===== src/rtl/uart_tx_pkg.sv =====
// Shared definitions for the UART transmit framer: FSM state encoding, line levels, defaults.
// Latency: n/a (package only).
// Backpressure: n/a. Build option UART_TX_STOP2_EN selects two stop bits instead of one.
package uart_tx_pkg;

    // Default payload width in bits per frame.
    localparam int DATA_WIDTH_DEF = 8;

    // Serial line levels.
    localparam logic START_BIT  = 1'b0;
    localparam logic STOP_BIT   = 1'b1;
    localparam logic IDLE_LEVEL = 1'b1;

    // Number of stop-bit cycles at the end of every frame.
`ifdef UART_TX_STOP2_EN
    localparam int STOP_BITS = 2;
`else
    localparam int STOP_BITS = 1;
`endif

    // Framer FSM states.
    typedef enum logic [2:0] {
        ST_IDLE   = 3'd0,
        ST_START  = 3'd1,
        ST_DATA   = 3'd2,
        ST_PARITY = 3'd3,
        ST_STOP   = 3'd4
    } state_t;

    // Total bit periods of one frame for a given payload width and parity setting.
    function automatic int frame_len(input int width, input logic par_en);
        return 1 + width + (par_en ? 1 : 0) + STOP_BITS;
    endfunction

endpackage


===== src/rtl/uart_tx_serializer.sv =====
// Payload shift register and bit counter feeding the framer's data slots, LSB first.
// Latency: o_bit is combinational from the register state so the framer can register it with the FSM.
// Backpressure: none; i_load wins over i_shift, shifting stops once the last bit index is reached.
module uart_tx_serializer
    import uart_tx_pkg::*;
#(
    parameter int DATA_WIDTH = DATA_WIDTH_DEF,
    // DATA_WIDTH must be at least 2: the look-ahead tap reads bit 1.
    parameter int CNT_W      = $clog2(DATA_WIDTH)
) (
    input  logic                  i_clk,
    input  logic                  i_rst_n,
    input  logic                  i_load,
    input  logic                  i_shift,
    input  logic [DATA_WIDTH-1:0] i_data,
    output logic                  o_bit,
    output logic                  o_done
);

    logic [DATA_WIDTH-1:0] r_shreg;
    logic [CNT_W-1:0]      r_cnt;
    logic                  w_last;

    // r_cnt holds the index of the bit currently on the line; it stops at the last index.
    assign w_last = (r_cnt == CNT_W'(DATA_WIDTH - 1));
    assign o_done = w_last;

    // When shifting, the framer is about to put the following bit on the line, so look one ahead.
    assign o_bit = i_shift ? r_shreg[1] : r_shreg[0];

    // Load a fresh payload on acceptance, otherwise advance one bit per shift request.
    always_ff @(posedge i_clk or negedge i_rst_n) begin
        if (!i_rst_n) begin
            r_shreg <= '0;
            r_cnt   <= '0;
        end else if (i_load) begin
            r_shreg <= i_data;
            r_cnt   <= '0;
        end else if (i_shift && !w_last) begin
            r_shreg <= r_shreg >> 1;
            r_cnt   <= r_cnt + 1'b1;
        end
    end

endmodule


===== src/rtl/uart_tx_framer.sv =====
// UART transmit framer: start bit, LSB-first payload, optional parity slot, stop bit(s); one CLK per bit.
// Latency: frame accepted in IDLE is on the line (start bit) one edge later; TX_OUT/Busy are registered.
// Backpressure: Data_Valid is ignored while Busy, except in the last stop cycle (back-to-back). UART_TX_STOP2_EN = two stop bits.
module uart_tx_framer
    import uart_tx_pkg::*;
#(
    parameter int DATA_WIDTH = DATA_WIDTH_DEF
) (
    input  logic                  CLK,
    input  logic                  RST,
    input  logic [DATA_WIDTH-1:0] P_DATA,
    input  logic                  Data_Valid,
    input  logic                  PAR_EN,
    input  logic                  par_bit,
    output logic                  TX_OUT,
    output logic                  Busy
);

    state_t r_state;
    state_t w_next;
    logic   r_par_en;
    logic   w_load;
    logic   w_shift;
    logic   w_ser_bit;
    logic   w_ser_done;
    logic   w_last_stop;

`ifdef UART_TX_STOP2_EN
    // High during the second stop cycle.
    logic r_stop_cnt;

    // Track which of the two stop cycles is on the line.
    always_ff @(posedge CLK or negedge RST) begin
        if (!RST) begin
            r_stop_cnt <= 1'b0;
        end else begin
            r_stop_cnt <= (r_state == ST_STOP) && (w_next == ST_STOP);
        end
    end

    assign w_last_stop = r_stop_cnt;
`else
    assign w_last_stop = 1'b1;
`endif

    // A new frame is taken whenever the FSM is about to enter START (from IDLE or the last stop cycle).
    assign w_load  = (w_next == ST_START);
    // Shift only between consecutive data cycles; the first data bit comes straight from the load.
    assign w_shift = (r_state == ST_DATA) && (w_next == ST_DATA);

    uart_tx_serializer #(
        .DATA_WIDTH (DATA_WIDTH)
    ) u_serializer (
        .i_clk   (CLK),
        .i_rst_n (RST),
        .i_load  (w_load),
        .i_shift (w_shift),
        .i_data  (P_DATA),
        .o_bit   (w_ser_bit),
        .o_done  (w_ser_done)
    );

    // Next-state decode.
    always_comb begin
        w_next = r_state;
        case (r_state)
            ST_IDLE:   w_next = Data_Valid ? ST_START : ST_IDLE;
            ST_START:  w_next = ST_DATA;
            ST_DATA: begin
                if (w_ser_done) begin
                    w_next = r_par_en ? ST_PARITY : ST_STOP;
                end
            end
            ST_PARITY: w_next = ST_STOP;
            ST_STOP: begin
                if (w_last_stop) begin
                    w_next = Data_Valid ? ST_START : ST_IDLE;
                end
            end
            default:   w_next = ST_IDLE;
        endcase
    end

    // State register; reset always lands in IDLE so an aborted frame is never resumed.
    always_ff @(posedge CLK or negedge RST) begin
        if (!RST) begin
            r_state <= ST_IDLE;
        end else begin
            r_state <= w_next;
        end
    end

    // Parity enable is captured with the payload so later PAR_EN changes do not affect the frame.
    always_ff @(posedge CLK or negedge RST) begin
        if (!RST) begin
            r_par_en <= 1'b0;
        end else if (w_load) begin
            r_par_en <= PAR_EN;
        end
    end

    // Registered line driver: the level for the state being entered, so it changes with the state.
    // par_bit is sampled here on the edge into PARITY, which acts as the parity latch.
    always_ff @(posedge CLK or negedge RST) begin
        if (!RST) begin
            TX_OUT <= IDLE_LEVEL;
        end else begin
            case (w_next)
                ST_START:  TX_OUT <= START_BIT;
                ST_DATA:   TX_OUT <= w_ser_bit;
                ST_PARITY: TX_OUT <= par_bit;
                ST_STOP:   TX_OUT <= STOP_BIT;
                default:   TX_OUT <= IDLE_LEVEL;
            endcase
        end
    end

    // Busy covers every non-IDLE state and is registered alongside the state.
    always_ff @(posedge CLK or negedge RST) begin
        if (!RST) begin
            Busy <= 1'b0;
        end else begin
            Busy <= (w_next != ST_IDLE);
        end
    end

endmodule


===== config.mk =====
export PLATFORM = sky130hd
export DESIGN_NAME = uart_tx_framer
export DESIGN_NICKNAME = d
export VERILOG_FILES = /design/src/rtl/uart_tx_pkg.sv /design/src/rtl/uart_tx_serializer.sv /design/src/rtl/uart_tx_framer.sv
export SDC_FILE = /design/constraint.sdc
export NUM_CORES = 1
export LEC_CHECK = 0
export ABC_AREA = 1
export CAP_MARGIN = 20
export CORE_MARGIN = 2
export CORE_UTILIZATION = 50
export DETAILED_ROUTE_END_ITERATION = 7
export HOLD_SLACK_MARGIN = 0.1
export PLACE_DENSITY = 0.74
export SLEW_MARGIN = 20
export SYNTH_ARGS = -nofsm -noshare
export SYNTH_HDL_FRONTEND = slang
export SYNTH_SLANG_ARGS = --single-unit

===== constraint.sdc =====
create_clock -name CLK -period 2 [get_ports CLK]
set_clock_uncertainty 0.15 [all_clocks]
set_input_delay 0.3 -clock CLK [delete_from_list [all_inputs] [get_ports CLK]]
set_output_delay 0.3 -clock CLK [all_outputs]
set_load 0.03 [all_outputs]

**Word-level counts from Yosys, hierarchy flattened**

Index checks and enable logic that the tools add are counted.
Widths: inputs -> output; s select.

- Input port bits: 13
- Flip-flop bits (word level): 17
- Output and inout bits: 2

- Equality and inequality tests: 8
- Muxes and demuxes: 10
- Reduce and logical (&&, ||, !) cells: 7
- $add $sub $neg: 1

Operator list:

| operator | number |
|---|---|
| $mux 8 | 2 |
| $eq 3x2->1 const B | 4 |
| $mux 3 | 4 |
| $pmux 3 s4 | 1 |
| $eq 3x1->1 const B | 2 |
| $eq 3x3->1 const B | 2 |
| $add 3x1->3 const B | 1 |
| $logic_not 3->1 | 1 |
| $pmux 1 s3 | 1 |
| $reduce_bool 3->1 | 1 |
| $logic_and 1x1->1 | 2 |
| $mux 1 | 2 |
| $reduce_bool 2->1 | 1 |
| $reduce_or 2->1 | 1 |
| $logic_not 1->1 | 1 |

**Depth between registers and ports, before layout**

Gate-level depths: netlist of the first run.

- Depth in word-level cells: 8
- Mapped depth: 8
- Mapped depth without buffers: 8

**Modules after synthesis**

From an unflattened synthesis of the first run, not the netlist that was laid out.

- Cells, all modules: 110
- Area total of the unflattened synthesis: 898.4 µm²

By module, submodules not included:

| module | times used | cells an instance | area an instance (µm²) |
|---|---|---|---|
| uart_tx_serializer | 1 | 80 | 628.1 |
| uart_tx_framer | 1 | 30 | 270.3 |

**Worst setup path before layout of the first run**

Ideal clock, no wire load.

- Path kind: register to register
- From: register u_serializer.r_cnt[0]
- To: register u_serializer.r_shreg[0]
- Period minus slack after synthesis: 1.499 ns
- Data required time: 1.726 ns
- Slack: 0.501 ns
- Stages on the path, launching flop included: 8
- Arrival: 1.225 ns
- Path buffers: 1
- Cells stage by stage: dfrtp_1 ha_1 ha_1 nor2_4 nor2_4 buf_6 nand2_2 nand3_1

- Longest elaborated chain between the ends: 7

RTL lines:

| what | line | text |
|---|---|---|
| start, declared | uart_tx_serializer.sv:21 | `logic [CNT_W-1:0] r_cnt;` |
| start signal, assigned | uart_tx_serializer.sv:41 | `r_cnt <= r_cnt + 1'b1;` |
| $eq 3x3->1 * | uart_tx_serializer.sv:25 | `assign w_last = (r_cnt == CNT_W'(DATA_WIDTH - 1));` |
| $mux 3 | uart_tx_framer.sv:70 | `if (w_ser_done) begin` |
| $pmux 3 s4 | uart_tx_framer.sv:66 | `case (r_state)` |
| $eq 3x2->1 | uart_tx_framer.sv:49 | `assign w_shift = (r_state == ST_DATA) && (w_next == ST_DATA);` |
| $logic_and 1x1->1 | uart_tx_framer.sv:49 |  |
| $logic_and 1x1->1 | uart_tx_serializer.sv:39 | `end else if (i_shift && !w_last) begin` |
| $reduce_bool 2->1 (no source line) | n/a |  |
| end signal, assigned | uart_tx_serializer.sv:37 | `r_shreg <= i_data;` |
| end signal, assigned | uart_tx_serializer.sv:40 | `r_shreg <= r_shreg >> 1;` |
| end, declared | uart_tx_serializer.sv:20 | `logic [DATA_WIDTH-1:0] r_shreg;` |

Mark *: on every way between the ends. The rest lies on a longest branch, timed or not.
A chain may end at the register's enable or synchronous reset.

**Worst setup path in the final report of the first run**

- From: register TX_OUT
- To: output port TX_OUT

RTL lines:

| what | line | text |
|---|---|---|
| start, declared | uart_tx_framer.sv:15 | `output logic TX_OUT,` |
| start signal, assigned | uart_tx_framer.sv:110 | `ST_DATA: TX_OUT <= w_ser_bit;` |
| start signal, assigned | uart_tx_framer.sv:111 | `ST_PARITY: TX_OUT <= par_bit;` |

No word-level cell between the ends.

==> impl_metrics.ini, run 1 <==
[global_route]
overflow = 0
grt_pass1_vias = 620
track_usage_pct = 17.6
grt_max_degree = 18
grt_pass1_wl_um = 2530
antenna_found_initial = 0

[place]
dp_hpwl_um = 1110
portBuffers = 14
place.gp.congestion = 0.829

[floorplanning]
die_h_um = 45.1
num_rows = 14
initial_core_util_pct = 54.8
core_um2 = 1540
die_x_um = 45.1
io_pins = 15
dieArea_um2 = 2030

[setup_path]
crit_path_top_delay_cell = clkdlybuf4s50_1
critical_path.startpoint_type = flip-flop
end_kind = output pin
worstPathCellList = clkdlybuf4s50_1
critPathLaunch = TX_OUT
rr_startpoint = u_serializer.r_cnt[0]
worst_ep_arrival_time_ns = 1.47
reg2reg_slack_ns = 0.36
path_max_fanout = 1
worst_ep_required_time_ns = 1.55
cp_top_family = buffers and inverters
slowest_delay_ns = 0.66
worstPathBufferInverterCount = 1
path_class = flip-flop to output pin

[synthesis]
synth-seq-area-share_pct = 50.5
ys_warn_count = 0
syn_area_per_cell_um2 = 7.97
netlist_area_um2 = 845
synth_seq_cells = 17
synthDistinctLibCells = 18
synth_nets = 121
synth_cells = 106

[sta]
slew_headroom_pct = 79.4
rsz0062_at_grt = no
slew_violations = 0
fmax_mhz = 522
setup_tns_ns = 0
hold_violations = 0
setup_viol = 0
finalCriticalPeriod_ns = 1.92
worst_pin_slew_ns = 0.309
fin_crit_sh_pct = 95.8

[cells_and_area]
n_antenna_cell = 0
drive_gt1_share_pct = 12.1
utilization_pct = 66.4
area_growth_pct = 21.2
nets = 140

[clock_network]
cts-root-buf = clkbuf_4
insertion_delay_ns = 0.28
post_cts_resized = 0
numCtsBuffers = 3
clkSlewWorstSetupHoldPaths_ns = 0.09
clock_path_buffers = 2
ctsHoldBuffers = 0
cts.repair_timing.setup_buffer_count = 0
cts_tree = yes
clkSinkCount = 17
cts_max_level = 1

[pwr]
ir_drop_mv = 0.682
total_power_mw = 1.45
p_leak_nw = 0.574
p_per_area_nw_per_um2 = 1410

[routing]
vias_per_cell = 4.98
routed_wl_um = 1510
wl_per_cell_um = 10.8
drt_iter0_drc = 14
vias = 697
drtAntennaViolNets = 0
first_pass_iters = 4
drc = 0

[status]
status = complete, no violations

[hold_path]
hold_path.class = input port to asynchronous set/reset pin

[flow_run]
maxCapViolations = 0
[synth_stat cells]
master	count	area [um2]
nand2_1	56	210
dfrtp_1	16	400
inv_1	9	33.8
nand3_1	4	20.0
o21ai_0	3	15.0
a21oi_1	2	10.0
buf_6	2	22.5
ha_1	2	25.0
nand2_2	2	12.5
nor2_4	2	22.5
clkinv_2	1	5.00
dfstp_2	1	26.3
inv_2	1	3.75
nand2_4	1	11.3
nand3_2	1	10.0
nand4_1	1	6.26
nor2_1	1	3.75
nor2_2	1	6.26
[metrics by stage]
stage               instance area [um2]  hold slack (ns)  instances  worst slack, ns
floorplan                           845           -0.146        106            0.501
global placement                    997            0.310        136            0.282
detailed placement                  997            0.311        136            0.259
CTS                                1020            0.189        140           0.0684
global route                       1020            0.191        140           0.0429
finish                             1020            0.185        140           0.0842
[cell usage in the layout (no fill, tap or decap), drive strengths merged]
master         Yosys  final
clkbuf             0      4
dfstp              1      1
nand4              1      1
nor2               4      4
a21oi              2      2
nand3              5      5
nand2             59     59
buf                2      2
inv               10     10
dfrtp             16     16
ha                 2      2
clkdlybuf4s50      0     14
o21ai              3      3
clkinv             1      1
[routing by layer]
layer / track usage (%) / share of wire [%] / vias up
met4: 8.82 / 1.0 / 0
met5: 0 / 0 / -
li1: - / - / 359
met2: 29.4 / 51 / 23
met3: 3.60 / 6.4 / 2
met1: 21.4 / 42 / 313
[cells by family (layout without fill, tap and decap cells)]
group,count (synthesis),after routing,share of synthesized area (%)
flip-flops,17,17,50.5
buffers and inverters,13,31,7.70
AND/OR/NAND/NOR,69,69,35.9
adder cells (fa/ha/maj),2,2,2.96
AO/OA/AOI/OAI,5,5,2.96
[flip-flops by register name, indices dropped and copies added (netlist names)]
signal and cells:
TX_OUT 1, u_serializer.r_cnt 3, r_state 3, r_par_en 1
Busy 1, u_serializer.r_shreg 8
[report_power, final]
part | switching, mW | internal, mW | total [mW]
logic | 0.422 | 0.257 | 0.679
clock network | 0.102 | 0.0774 | 0.179
registers | 0.0885 | 0.499 | 0.587
total | 0.612 | 0.833 | 1.45
[area by class of cell]
cell class | count | area [um2]
tap | 16 | 20.0
multi-input combinational | 76 | 353
inverter | 11 | 42.5
fill | 140 | 518
clock buffer | 4 | 26.3
sequential | 17 | 427
timing repair buffer | 16 | 155
[worst paths after layout]
| kind | endpoint | cells past startpoint |
|---|---|---|
| worst max-delay path | TX_OUT | 1 |
| min in group CLK | u_serializer.r_shreg[7] | 2 |
| worst min-delay path | r_state[2] | 2 |
| max in group asynchronous | TX_OUT | 2 |
| worst max register to register | u_serializer.r_cnt[2] | 7 |
| worst min register to register | u_serializer.r_shreg[7] | 2 |
[worst reg2reg max path: cells and delay by family (launching register included)]
| kind | cells | cell delay, ns |
|---|---|---|
| adders and majority gates | 2 | 0.43 |
| buffers and inverters | 1 | 0.16 |
| DFF | 1 | 0.41 |
| and+or+nand+nor | 4 | 0.40 |
No activity file was read; power rests on OpenSTA's default activity.
==> inputs of run 2 (changes only) <==
Settings changed: SETUP_SLACK_MARGIN from default to 0.02.
==> results of run 2 <==
Same layout as run 1: the final DEF is identical, and so are final timing and power.
==> inputs of run 3 (changes only) <==
Settings changed: CORE_UTILIZATION 50 to 40, GPL_TIMING_DRIVEN from default to 0, PLACE_DENSITY 0.74 to 0.64.
Clock period 2 ns to 1.6 ns, I/O delays scaled along.
==> run 3 against run 2 <==
Against the previous run: combinational power increased by 30%; core utilization decreased by 13 points; die area increased by 23%; worst hold slack improved by 0.052 ns; largest cell class unchanged; largest power group unchanged; highest routed layer unchanged.
==> impl_metrics.ini, run 3 (synthesis results as in run 1) <==
[routing]
routed_wl_um = 1440
first_pass_iters = 3
drc = 0
drt_iter0_drc = 6
wl_per_cell_um = 9.44
vias = 675
drtAntennaViolNets = 0
vias_per_cell = 4.44

[sta]
slew_violations = 0
worst_pin_slew_ns = 0.755
fmax_mhz = 663
fin_ws_ns = 0.0906
rsz0062_at_grt = yes
hold_violations = 0
slew_headroom_pct = 49.5
finalHoldWorstSlack_ns = 0.237
setup_viol = 0
fin_crit_sh_pct = 94.3
setup_tns_ns = 0
finalCriticalPeriod_ns = 1.51

[global_route]
track_usage_pct = 14.3
antenna_found_initial = 0
grt_max_degree = 18
grt_pass1_vias = 616
overflow = 0
grt_pass1_wl_um = 2700

[clock_network]
clkSinkCount = 17
cts_max_level = 1
insertion_delay_ns = 0.29
numCtsBuffers = 3
cts_tree = yes
clock_path_buffers = 2
ctsHoldBuffers = 0
clkSlewWorstSetupHoldPaths_ns = 0.09
cts-root-buf = clkbuf_4

[floorplanning]
core_um2 = 1980
die_x_um = 50.0
dieArea_um2 = 2500
die_h_um = 50.0
io_pins = 15
initial_core_util_pct = 42.6
num_rows = 16

[cells_and_area]
final_cell_mix = nand2_1, dfrtp_1, clkdlybuf4s50_1, inv_1, nand3_1
stdcell_area_um2 = 1050
largest_register_ffs = 8
drive_gt1_share_pct = 14.4
area_growth_pct = 24.1
instances_no_fill = 152
multi_input_area_um2 = 355
regArea_um2 = 427
nFillCells = 192
nets = 141
utilization_pct = 52.9
reg.largest.list = u_serializer.r_shreg: 8 flops, r_state: 3 flops, u_serializer.r_cnt: 3 flops
n_antenna_cell = 0
layout_commonest_cell = nand2_1
regMostFlops = u_serializer.r_shreg

[place]
place_worst_setup_slack_ns = -0.00248
place.gp.congestion = 0.678
dp_hpwl_um = 1080
portBuffers = 14
place_area_um2 = 1020
placedCellCount = 147

[pwr]
p_per_area_nw_per_um2 = 1760
p_leak_nw = 0.579
ir_drop_mv = 0.671
total_power_mw = 1.84

[setup_path]
worst_ep_arrival_time_ns = 1.58
path_max_fanout = 3
path_class = flip-flop to flip-flop
critical_path.startpoint_type = flip-flop
worst_ep_required_time_ns = 1.68
end_kind = flip-flop

[hold_path]
hold_path.class = input port to asynchronous set/reset pin

[status]
status = complete, no violations

[flow_run]
maxCapViolations = 0
run 3: worst paths after layout:
check,from,end,slack (ns),depth (start not counted)
min in group CLK,u_serializer.r_cnt[0],u_serializer.r_cnt[0],0.33,1
max in group asynchronous,RST,u_serializer.r_cnt[0],0.59,1
worst min-delay path,RST,r_state[0],0.24,1
worst max-delay path,u_serializer.r_cnt[0],TX_OUT,0.09,8
worst max register to register,u_serializer.r_cnt[0],TX_OUT,0.09,8
worst min register to register,u_serializer.r_cnt[0],u_serializer.r_cnt[0],0.33,1
run 3: report_power, final:
group | switching, mW | internal (mW)
Clock | 0.129 | 0.0970
Combinational | 0.533 | 0.353
Sequential | 0.107 | 0.623
run 3: cell type report:
cell class / count / area share (%)
Inverter: 11 / 4.06
Sequential cell: 17 / 40.7
Buffer: 2 / 2.15
Tap cell: 27 / 3.22
Clock buffer: 4 / 2.51
Timing Repair Buffer: 15 / 13.5
Multi-Input combinational cell: 76 / 33.9
run 3: what timing repair did:
action                                  CTS  global route
hold endpoints to repair                  0             0
pin swaps                                 1             0
endpoints found under the setup margin   13            11
resized for setup                         3             3
setup buffers                             1             0
run 3: metal layers:
layer	vias up	global-route usage [%]	wire (um)	share of wire [%]
met5	-	0	0	0
met4	0	5.56	21	1.5
met3	3	4.24	77	5.4
met2	15	23.8	675	47
met1	295	17.2	661	46
li1	362	-	-	-
run 3: critical path, cell delays in order, from the launching register on:
cell	delay, ns
dfrtp_1	0.41
ha_1	0.21
ha_2	0.20
nand2_1	0.08
nand2_1	0.07
nand2_1	0.06
nand2_1	0.08
o21ai_1	0.14
nand2_1	0.06
